## config.mk

```make
export PLATFORM = sky130hd
export DESIGN_NAME = divide_unit_flat
export DESIGN_NICKNAME = d
export VERILOG_FILES = /design/src/rtl/divide_unit_if.sv /design/src/rtl/divide_unit.sv /design/src/flat_wrapper.sv
export SDC_FILE = /design/constraint.sdc
export NUM_CORES = 1
export LEC_CHECK = 0
export BUFFER_PORTS_ARGS = -buffer_cell sky130_fd_sc_hd__buf_2
export CORE_ASPECT_RATIO = 0.6
export CORE_UTILIZATION = 65
export DETAILED_ROUTE_END_ITERATION = 7
export MAX_ROUTING_LAYER = met4
export PLACE_DENSITY = 0.85
export SYNTH_ARGS = -nofsm -noshare
export SYNTH_HDL_FRONTEND = slang
export SYNTH_SLANG_ARGS = --single-unit
```

## constraint.sdc

```tcl
create_clock -name clk -period 7.1 [get_ports clk]
set_clock_uncertainty 0.1 [all_clocks]
set_input_delay 1.42 -clock clk [delete_from_list [all_inputs] [get_ports clk]]
set_output_delay 1.42 -clock clk [all_outputs]
set_load 0.01 [all_outputs]
```

## src/rtl/divide_unit_if.sv

```systemverilog
// ---------------------------------------------------------------------------
// divide_unit_if
// Request/response bundle between the execute stage and the divide unit.
//
// Signals
//   start     request strobe, sampled only while the unit is idle
//   flush     synchronous abort of the operation in flight
//   funct3    100 DIV, 101 DIVU, 110 REM, 111 REMU
//   rs1_data  dividend
//   rs2_data  divisor
//   rd_in     destination register of the request
//   busy      unit is not idle
//   done      single-cycle completion pulse
//   result    quotient or remainder, held until the next done
//   rd_out    destination register, held until the next done
//
// Modports
//   master  pipeline side, drives the request
//   slave   divide unit side, drives the response
// ---------------------------------------------------------------------------
interface divide_unit_if;
   logic        start;
   logic        flush;
   logic [2:0]  funct3;
   logic [31:0] rs1_data;
   logic [31:0] rs2_data;
   logic [4:0]  rd_in;
   logic        busy;
   logic        done;
   logic [31:0] result;
   logic [4:0]  rd_out;

   modport master (
      output start, flush, funct3, rs1_data, rs2_data, rd_in,
      input  busy, done, result, rd_out
   );

   modport slave (
      input  start, flush, funct3, rs1_data, rs2_data, rd_in,
      output busy, done, result, rd_out
   );
endinterface

```

## src/rtl/divide_unit.sv

```systemverilog
// ---------------------------------------------------------------------------
// divide_unit
// Multi-cycle RV32M DIV/DIVU/REM/REMU unit. Operands are converted to
// magnitudes on accept, a 32-step restoring division runs MSB first, and
// the signs are applied in a final fix-up cycle. Divide-by-zero and signed
// overflow are resolved on the accept edge and skip straight to DONE.
//
// Ports
//   clk    rising-edge clock
//   rst_n  asynchronous active-low reset
//   bus    divide_unit_if.slave: request (start/flush/funct3/rs1/rs2/rd_in)
//          and response (busy/done/result/rd_out)
// ---------------------------------------------------------------------------
module divide_unit (
   input  logic          clk,
   input  logic          rst_n,
   divide_unit_if.slave  bus
);

   // state | meaning
   // ------+------------------------------------------------------------
   // IDLE  | no operation in progress; start is sampled here only
   // CALC  | 32 restoring-division steps, cnt_q counts 0..31
   // FIX   | apply result signs, select quotient/remainder into result
   // DONE  | done pulse, result/rd_out valid; returns to IDLE
   typedef enum logic [1:0] {
      ST_IDLE = 2'd0,
      ST_CALC = 2'd1,
      ST_FIX  = 2'd2,
      ST_DONE = 2'd3
   } state_e;

   state_e      state_q, state_d;
   logic [4:0]  cnt_q, cnt_d;
   logic        is_rem_q, is_rem_d;
   logic        sign1_q, sign1_d;
   logic        sign2_q, sign2_d;
   logic [4:0]  rd_q, rd_d;
   logic [31:0] dvsr_q, dvsr_d;
   logic [31:0] rem_q, rem_d;
   logic [31:0] quo_q, quo_d;
   logic [31:0] result_q, result_d;
   logic [4:0]  rd_out_q, rd_out_d;

   logic        accept;
   logic        signed_op;
   logic        in_sign1;
   logic        in_sign2;
   logic [31:0] in_mag1;
   logic [31:0] in_mag2;
   logic        div_zero;
   logic        sgn_ovf;
   logic        special;
   logic [31:0] special_res;
   logic [32:0] rem_sh;
   logic [32:0] trial;
   logic [31:0] quo_fix;
   logic [31:0] rem_fix;

   // -----------------------------------------------------------------------
   // Request decode
   // -----------------------------------------------------------------------
   assign accept    = (state_q == ST_IDLE) && bus.start && !bus.flush && bus.funct3[2];
   assign signed_op = !bus.funct3[0];
   assign in_sign1  = signed_op && bus.rs1_data[31];
   assign in_sign2  = signed_op && bus.rs2_data[31];
   assign in_mag1   = in_sign1 ? (32'd0 - bus.rs1_data) : bus.rs1_data;
   assign in_mag2   = in_sign2 ? (32'd0 - bus.rs2_data) : bus.rs2_data;

   assign div_zero  = (bus.rs2_data == 32'd0);
   assign sgn_ovf   = signed_op && (bus.rs1_data == 32'h8000_0000)
                      && (bus.rs2_data == 32'hFFFF_FFFF);
   assign special   = div_zero || sgn_ovf;

   // Divide by zero: q = all ones, r = raw dividend. Overflow: q = INT_MIN, r = 0.
   always_comb begin
      special_res = 32'd0;
      if (bus.funct3[1]) begin
         special_res = div_zero ? bus.rs1_data : 32'd0;
      end else begin
         special_res = div_zero ? 32'hFFFF_FFFF : 32'h8000_0000;
      end
   end

   // -----------------------------------------------------------------------
   // Restoring step. The shifted remainder needs 33 bits because the
   // unsigned divisor can use all 32; trial[32] set means "does not fit".
   // -----------------------------------------------------------------------
   assign rem_sh  = {rem_q, quo_q[31]};
   assign trial   = rem_sh - {1'b0, dvsr_q};

   // Remainder follows the dividend's sign, quotient is negative on mixed signs.
   assign quo_fix = (sign1_q ^ sign2_q) ? (32'd0 - quo_q) : quo_q;
   assign rem_fix = sign1_q ? (32'd0 - rem_q) : rem_q;

   // -----------------------------------------------------------------------
   // FSM: state register
   // -----------------------------------------------------------------------
   always_ff @(posedge clk or negedge rst_n) begin
      if (!rst_n) begin
         state_q <= ST_IDLE;
      end else begin
         state_q <= state_d;
      end
   end

   // -----------------------------------------------------------------------
   // FSM: next state
   // -----------------------------------------------------------------------
   always_comb begin
      state_d = state_q;
      case (state_q)
         ST_IDLE: begin
            if (accept) begin
               state_d = special ? ST_DONE : ST_CALC;
            end
         end
         ST_CALC: begin
            if (cnt_q == 5'd31) begin
               state_d = ST_FIX;
            end
         end
         ST_FIX:  state_d = ST_DONE;
         ST_DONE: state_d = ST_IDLE;
         default: state_d = ST_IDLE;
      endcase
      if (bus.flush) begin
         state_d = ST_IDLE;
      end
   end

   // -----------------------------------------------------------------------
   // FSM: outputs, decoded from state only
   // -----------------------------------------------------------------------
   always_comb begin
      bus.busy = (state_q != ST_IDLE);
      bus.done = (state_q == ST_DONE);
   end

   assign bus.result = result_q;
   assign bus.rd_out = rd_out_q;

   // -----------------------------------------------------------------------
   // Datapath next values. A flush freezes everything so result/rd_out keep
   // their last delivered values.
   // -----------------------------------------------------------------------
   always_comb begin
      cnt_d    = cnt_q;
      is_rem_d = is_rem_q;
      sign1_d  = sign1_q;
      sign2_d  = sign2_q;
      rd_d     = rd_q;
      dvsr_d   = dvsr_q;
      rem_d    = rem_q;
      quo_d    = quo_q;
      result_d = result_q;
      rd_out_d = rd_out_q;

      if (!bus.flush) begin
         case (state_q)
            ST_IDLE: begin
               if (accept) begin
                  cnt_d    = 5'd0;
                  is_rem_d = bus.funct3[1];
                  sign1_d  = in_sign1;
                  sign2_d  = in_sign2;
                  rd_d     = bus.rd_in;
                  dvsr_d   = in_mag2;
                  rem_d    = 32'd0;
                  quo_d    = in_mag1;
                  if (special) begin
                     result_d = special_res;
                     rd_out_d = bus.rd_in;
                  end
               end
            end
            ST_CALC: begin
               cnt_d = cnt_q + 5'd1;
               if (!trial[32]) begin
                  rem_d = trial[31:0];
                  quo_d = {quo_q[30:0], 1'b1};
               end else begin
                  rem_d = rem_sh[31:0];
                  quo_d = {quo_q[30:0], 1'b0};
               end
            end
            ST_FIX: begin
               result_d = is_rem_q ? rem_fix : quo_fix;
               rd_out_d = rd_q;
            end
            default: begin
            end
         endcase
      end
   end

   always_ff @(posedge clk or negedge rst_n) begin
      if (!rst_n) begin
         cnt_q    <= 5'd0;
         is_rem_q <= 1'b0;
         sign1_q  <= 1'b0;
         sign2_q  <= 1'b0;
         rd_q     <= 5'd0;
         dvsr_q   <= 32'd0;
         rem_q    <= 32'd0;
         quo_q    <= 32'd0;
         result_q <= 32'd0;
         rd_out_q <= 5'd0;
      end else begin
         cnt_q    <= cnt_d;
         is_rem_q <= is_rem_d;
         sign1_q  <= sign1_d;
         sign2_q  <= sign2_d;
         rd_q     <= rd_d;
         dvsr_q   <= dvsr_d;
         rem_q    <= rem_d;
         quo_q    <= quo_d;
         result_q <= result_d;
         rd_out_q <= rd_out_d;
      end
   end

endmodule

```

## src/flat_wrapper.sv

```systemverilog
// flat-port wrapper written by rule: the top's interface ports become plain ports
module divide_unit_flat 
  (clk, rst_n, bus_start, bus_flush, bus_funct3, bus_rs1_data, bus_rs2_data, bus_rd_in, bus_busy, bus_done, bus_result, bus_rd_out);
  divide_unit_if bus_i ();
  input  logic clk;
  input  logic rst_n;
  input wire logic [$bits(bus_i.start)-1:0] bus_start;
  input wire logic [$bits(bus_i.flush)-1:0] bus_flush;
  input wire logic [$bits(bus_i.funct3)-1:0] bus_funct3;
  input wire logic [$bits(bus_i.rs1_data)-1:0] bus_rs1_data;
  input wire logic [$bits(bus_i.rs2_data)-1:0] bus_rs2_data;
  input wire logic [$bits(bus_i.rd_in)-1:0] bus_rd_in;
  output wire logic [$bits(bus_i.busy)-1:0] bus_busy;
  output wire logic [$bits(bus_i.done)-1:0] bus_done;
  output wire logic [$bits(bus_i.result)-1:0] bus_result;
  output wire logic [$bits(bus_i.rd_out)-1:0] bus_rd_out;
  assign bus_i.start = bus_start;
  assign bus_i.flush = bus_flush;
  assign bus_i.funct3 = bus_funct3;
  assign bus_i.rs1_data = bus_rs1_data;
  assign bus_i.rs2_data = bus_rs2_data;
  assign bus_i.rd_in = bus_rd_in;
  assign bus_busy = bus_i.busy;
  assign bus_done = bus_i.done;
  assign bus_result = bus_i.result;
  assign bus_rd_out = bus_i.rd_out;
  divide_unit u_core (.clk(clk), .rst_n(rst_n), .bus(bus_i));
endmodule
```

==> flow_summary.toml <==
[outcome]
outcome = "completed"

[sta]
clock.fmax_mhz = 202.3
worst_slew_pin_slew_ps = 1246
final-max-slew-violation-count = 0
slew_headroom_pct = 16.84
layout_min_cycle_time_ps = 4943
post-route-period-util_pct = 69.62
whs_ps = 375.8
setup_tns_ps = 0
finalSetupViolCount = 0
grt_setup_unrepaired = "no"
hold_viol_final = 0

[power_and_ir_drop]
ir_worst_vdd_mv = 0.2002
finalPower_uw = 4009
switchingPower_uw = 1698
p_per_area_mw_per_mm2 = 316.9
sw_frac_of_total_pct = 42.35
p_leak_uw = 0.005738
p_clk_share_pct = 23.3
intPower_uw = 2311
combPwrFrac_pct = 42.9
power.share.sequential_pct = 33.8

[final_layout]
layout_common_cells = "nand2_1, o21ai_0, dfrtp_1"
drive_gt1_share_pct = 11.90
nets = 1639
num_antenna_cells = 0
mostFrequentLayoutCell = "nand2_1"
fin_util_pct = 73.84
areaGrowthSynthToFinish_pct = 11.31

[synthesis]
synth.distinct_cells = 64
syn_inst = 1452
synthArstFlopShare_pct = 100.0
yosysWarnings = 0
syn_nets = 1573
synth_seq_area_share_pct = 32.59
synth_edf_count = 0
syn_area_sq_mm = 0.01136
synth-seq-cells = 148
ys.flop_type = "dfrtp_1"
avgSynthCellArea_sq_um = 7.826

[die]
die_x_um = 172.7
num_io_pins = 115
die_h_um = 104.4
core_area_sq_mm = 0.01713
die-area_sq_mm = 0.01803
rows = 37
initial_core_util_pct = 66.34

[critical_path]
worstPathArrival_ps = 5190
crit_path_top_delay_cell = "nor2_2"
worstPathCellList = "buf_2, inv_1, ha_1, or3b_2, or4_1, or4_1, or4_1, nor2_2, o21ai_0, a41oi_1"
max_stage_delay_ps = 950
r2r_end = "u_core.rem_q[1]"
startpoint_type = "primary input"
crit_path_end_kind = "flop"
crit_type = "in2reg"
cpMostUsedCell = "or4_1"
critPathMaxFanout = 30
reg2reg_slack_ps = 3080
r2r_start = "u_core.rem_q[22]"
endpoint = "u_core.bus.result[29]"
critPathLaunch = "bus_rs2_data[1]"
crit_required_ps = 7350
worst-r2r-cell-count = 10

[drt]
ant_nets = 0
drt_wl_total_mm = 35.62
vias_per_cell = 6.632
route.detailed.drc = 0
first_pass_iters = 6
wl_per_cell_um = 20.21
dr_total_vias = 11690
initialDrtViolationCount = 1835

[clocking]
h-tree-depth = 4
clk_pin_slew_ps = 60
postCtsResizedCells = 0
ctsHoldBuffers = 0
clock_path_buffers = 2
postCtsSetupRepairBufs = 0
cts_buffers = 17
cts_sinks = 148
cts_tree = "yes"
clock_latency_ps = 440
cts_root_buf = "clkbuf_16"

[placed_design]
routabilityCongestion = 0.9756
port_buffers = 114
dp_hpwl_mm = 25.42

[global_route]
grtUsageMet1_pct = 61.22
grt_pass1_vias = 10430
antenna_found_initial = 0
met2_usage_pct = 53.46
grt_pass1_wl_mm = 56.94
grt_use_met3_pct = 14.11
grt_overflow = 0
grt_max_degree = 96
grt.busiest_layer = "met1"
grt.total_usage_pct = 41.63

[flow_run]
maxCapViolations = 0

[min_path]
hp-class = "reg2reg"
==> through the flow <==
stage | cells | setup slack [ps] | area [sq um]
floorplan | 1452 | 2978 | 11360
detailed placement | 1733 | 1832 | 12060
CTS | 1763 | 2294 | 12650
global placement | 1733 | 1937 | 12060
global route | 1763 | 1941 | 12650
finish | 1763 | 2157 | 12650
==> cell type report <==
type	instances	area, sq um
multi-input combinational	1157	7124
clock inverter	9	130.1
clock buffer	21	460.4
sequential	148	3704
inverter	64	240.2
timing repair buffer	130	696.9
tap	234	292.8
fill	1338	4481
==> registers in the layout, summed over array words and instances (netlist names), 2 cells and up <==
name               count
u_core.rd_q            5
u_core.cnt_q           5
u_core.dvsr_q         32
u_core.quo_q          32
u_core.bus.result     32
u_core.state_q         2
u_core.rem_q          32
u_core.bus.rd_out      5
==> cell families (layout without fill, tap and decap cells) <==
logic type | count (synthesis) | count (layout) | share of synthesized area [%]
AO/OA/AOI/OAI | 467 | 467 | 25.04
AND/OR/NAND/NOR | 484 | 484 | 19.72
buffers and inverters | 147 | 224 | 4.988
multiplexers | 19 | 19 | 1.696
adder cells (fa/ha/maj) | 45 | 45 | 5.021
XOR/XNOR | 142 | 142 | 10.94
flip-flops | 148 | 148 | 32.59
==> cell usage after synthesis, types with 4 or more instances <==
cell	n	share of area, %
ha_1	44	4.8
a21oi_1	96	4.2
mux2i_1	17	1.5
o31ai_1	29	1.9
nor2_1	104	3.4
o22ai_1	17	0.94
o21ai_0	168	7.4
o211ai_1	33	2.2
a41oi_1	9	0.69
nand4_1	19	1.0
a22oi_1	5	0.33
a32oi_1	4	0.31
or2_2	8	0.44
clkbuf_1	73	2.4
nor2b_1	6	0.33
buf_2	6	0.26
nor3b_1	4	0.26
o311ai_0	9	0.69
nor4_1	11	0.61
and3_1	11	0.61
o21a_1	8	0.53
or3_1	19	1.0
xnor2_1	78	6.0
inv_1	64	2.1
or4_1	15	0.99
nand2b_1	18	0.99
a211oi_1	8	0.53
nor3_1	29	1.3
xor2_1	64	4.9
a21o_1	9	0.59
nand2_1	201	6.6
o41ai_1	13	1.0
dfrtp_1	148	33
nand3_1	27	1.2
a31oi_1	35	1.9
==> worst min-delay path by stage <==
stage,start,endpoint,slack (ps),cells after the start
finish,u_core.rd_q[3],u_core.rd_q[3],380,2
global route,u_core.rd_q[3],u_core.rd_q[3],400,2
global placement,u_core.rd_q[3],u_core.rd_q[3],360,2
floorplan,u_core.cnt_q[4],u_core.cnt_q[4],350,2
detailed placement,u_core.rd_q[3],u_core.rd_q[3],360,2
CTS,u_core.rd_q[3],u_core.rd_q[3],380,2
==> power groups by stage <==
stage | sequential (uW) | clock, uW | combinational [uW]
6_report | 1350 | 934 | 1720
2_1_floorplan | 1270 | 0 | 1230
5_1_grt | 1380 | 975 | 1910
3_5_place_dp | 1350 | 0 | 1660
3_3_place_gp | 1340 | 0 | 1620
4_1_cts | 1340 | 937 | 1680
==> critical path: cells and delay by family <==
| family | cells | cell delay (ps) |
|---|---|---|
| buffers and inverters | 2 | 190 |
| AND/OR/NAND/NOR | 5 | 2870 |
| adder cells (fa/ha/maj) | 1 | 160 |
| AO/OA/AOI/OAI | 2 | 540 |
==> routing by layer <==
layer  routed length (um)  vias to the layer above
li1                     -                     5351
met4                  675                        0
met1                15670                     5479
met2                14060                      786
met3                 5220                       77
met5                    0                        -
Power figures use the tool's default switching activity.
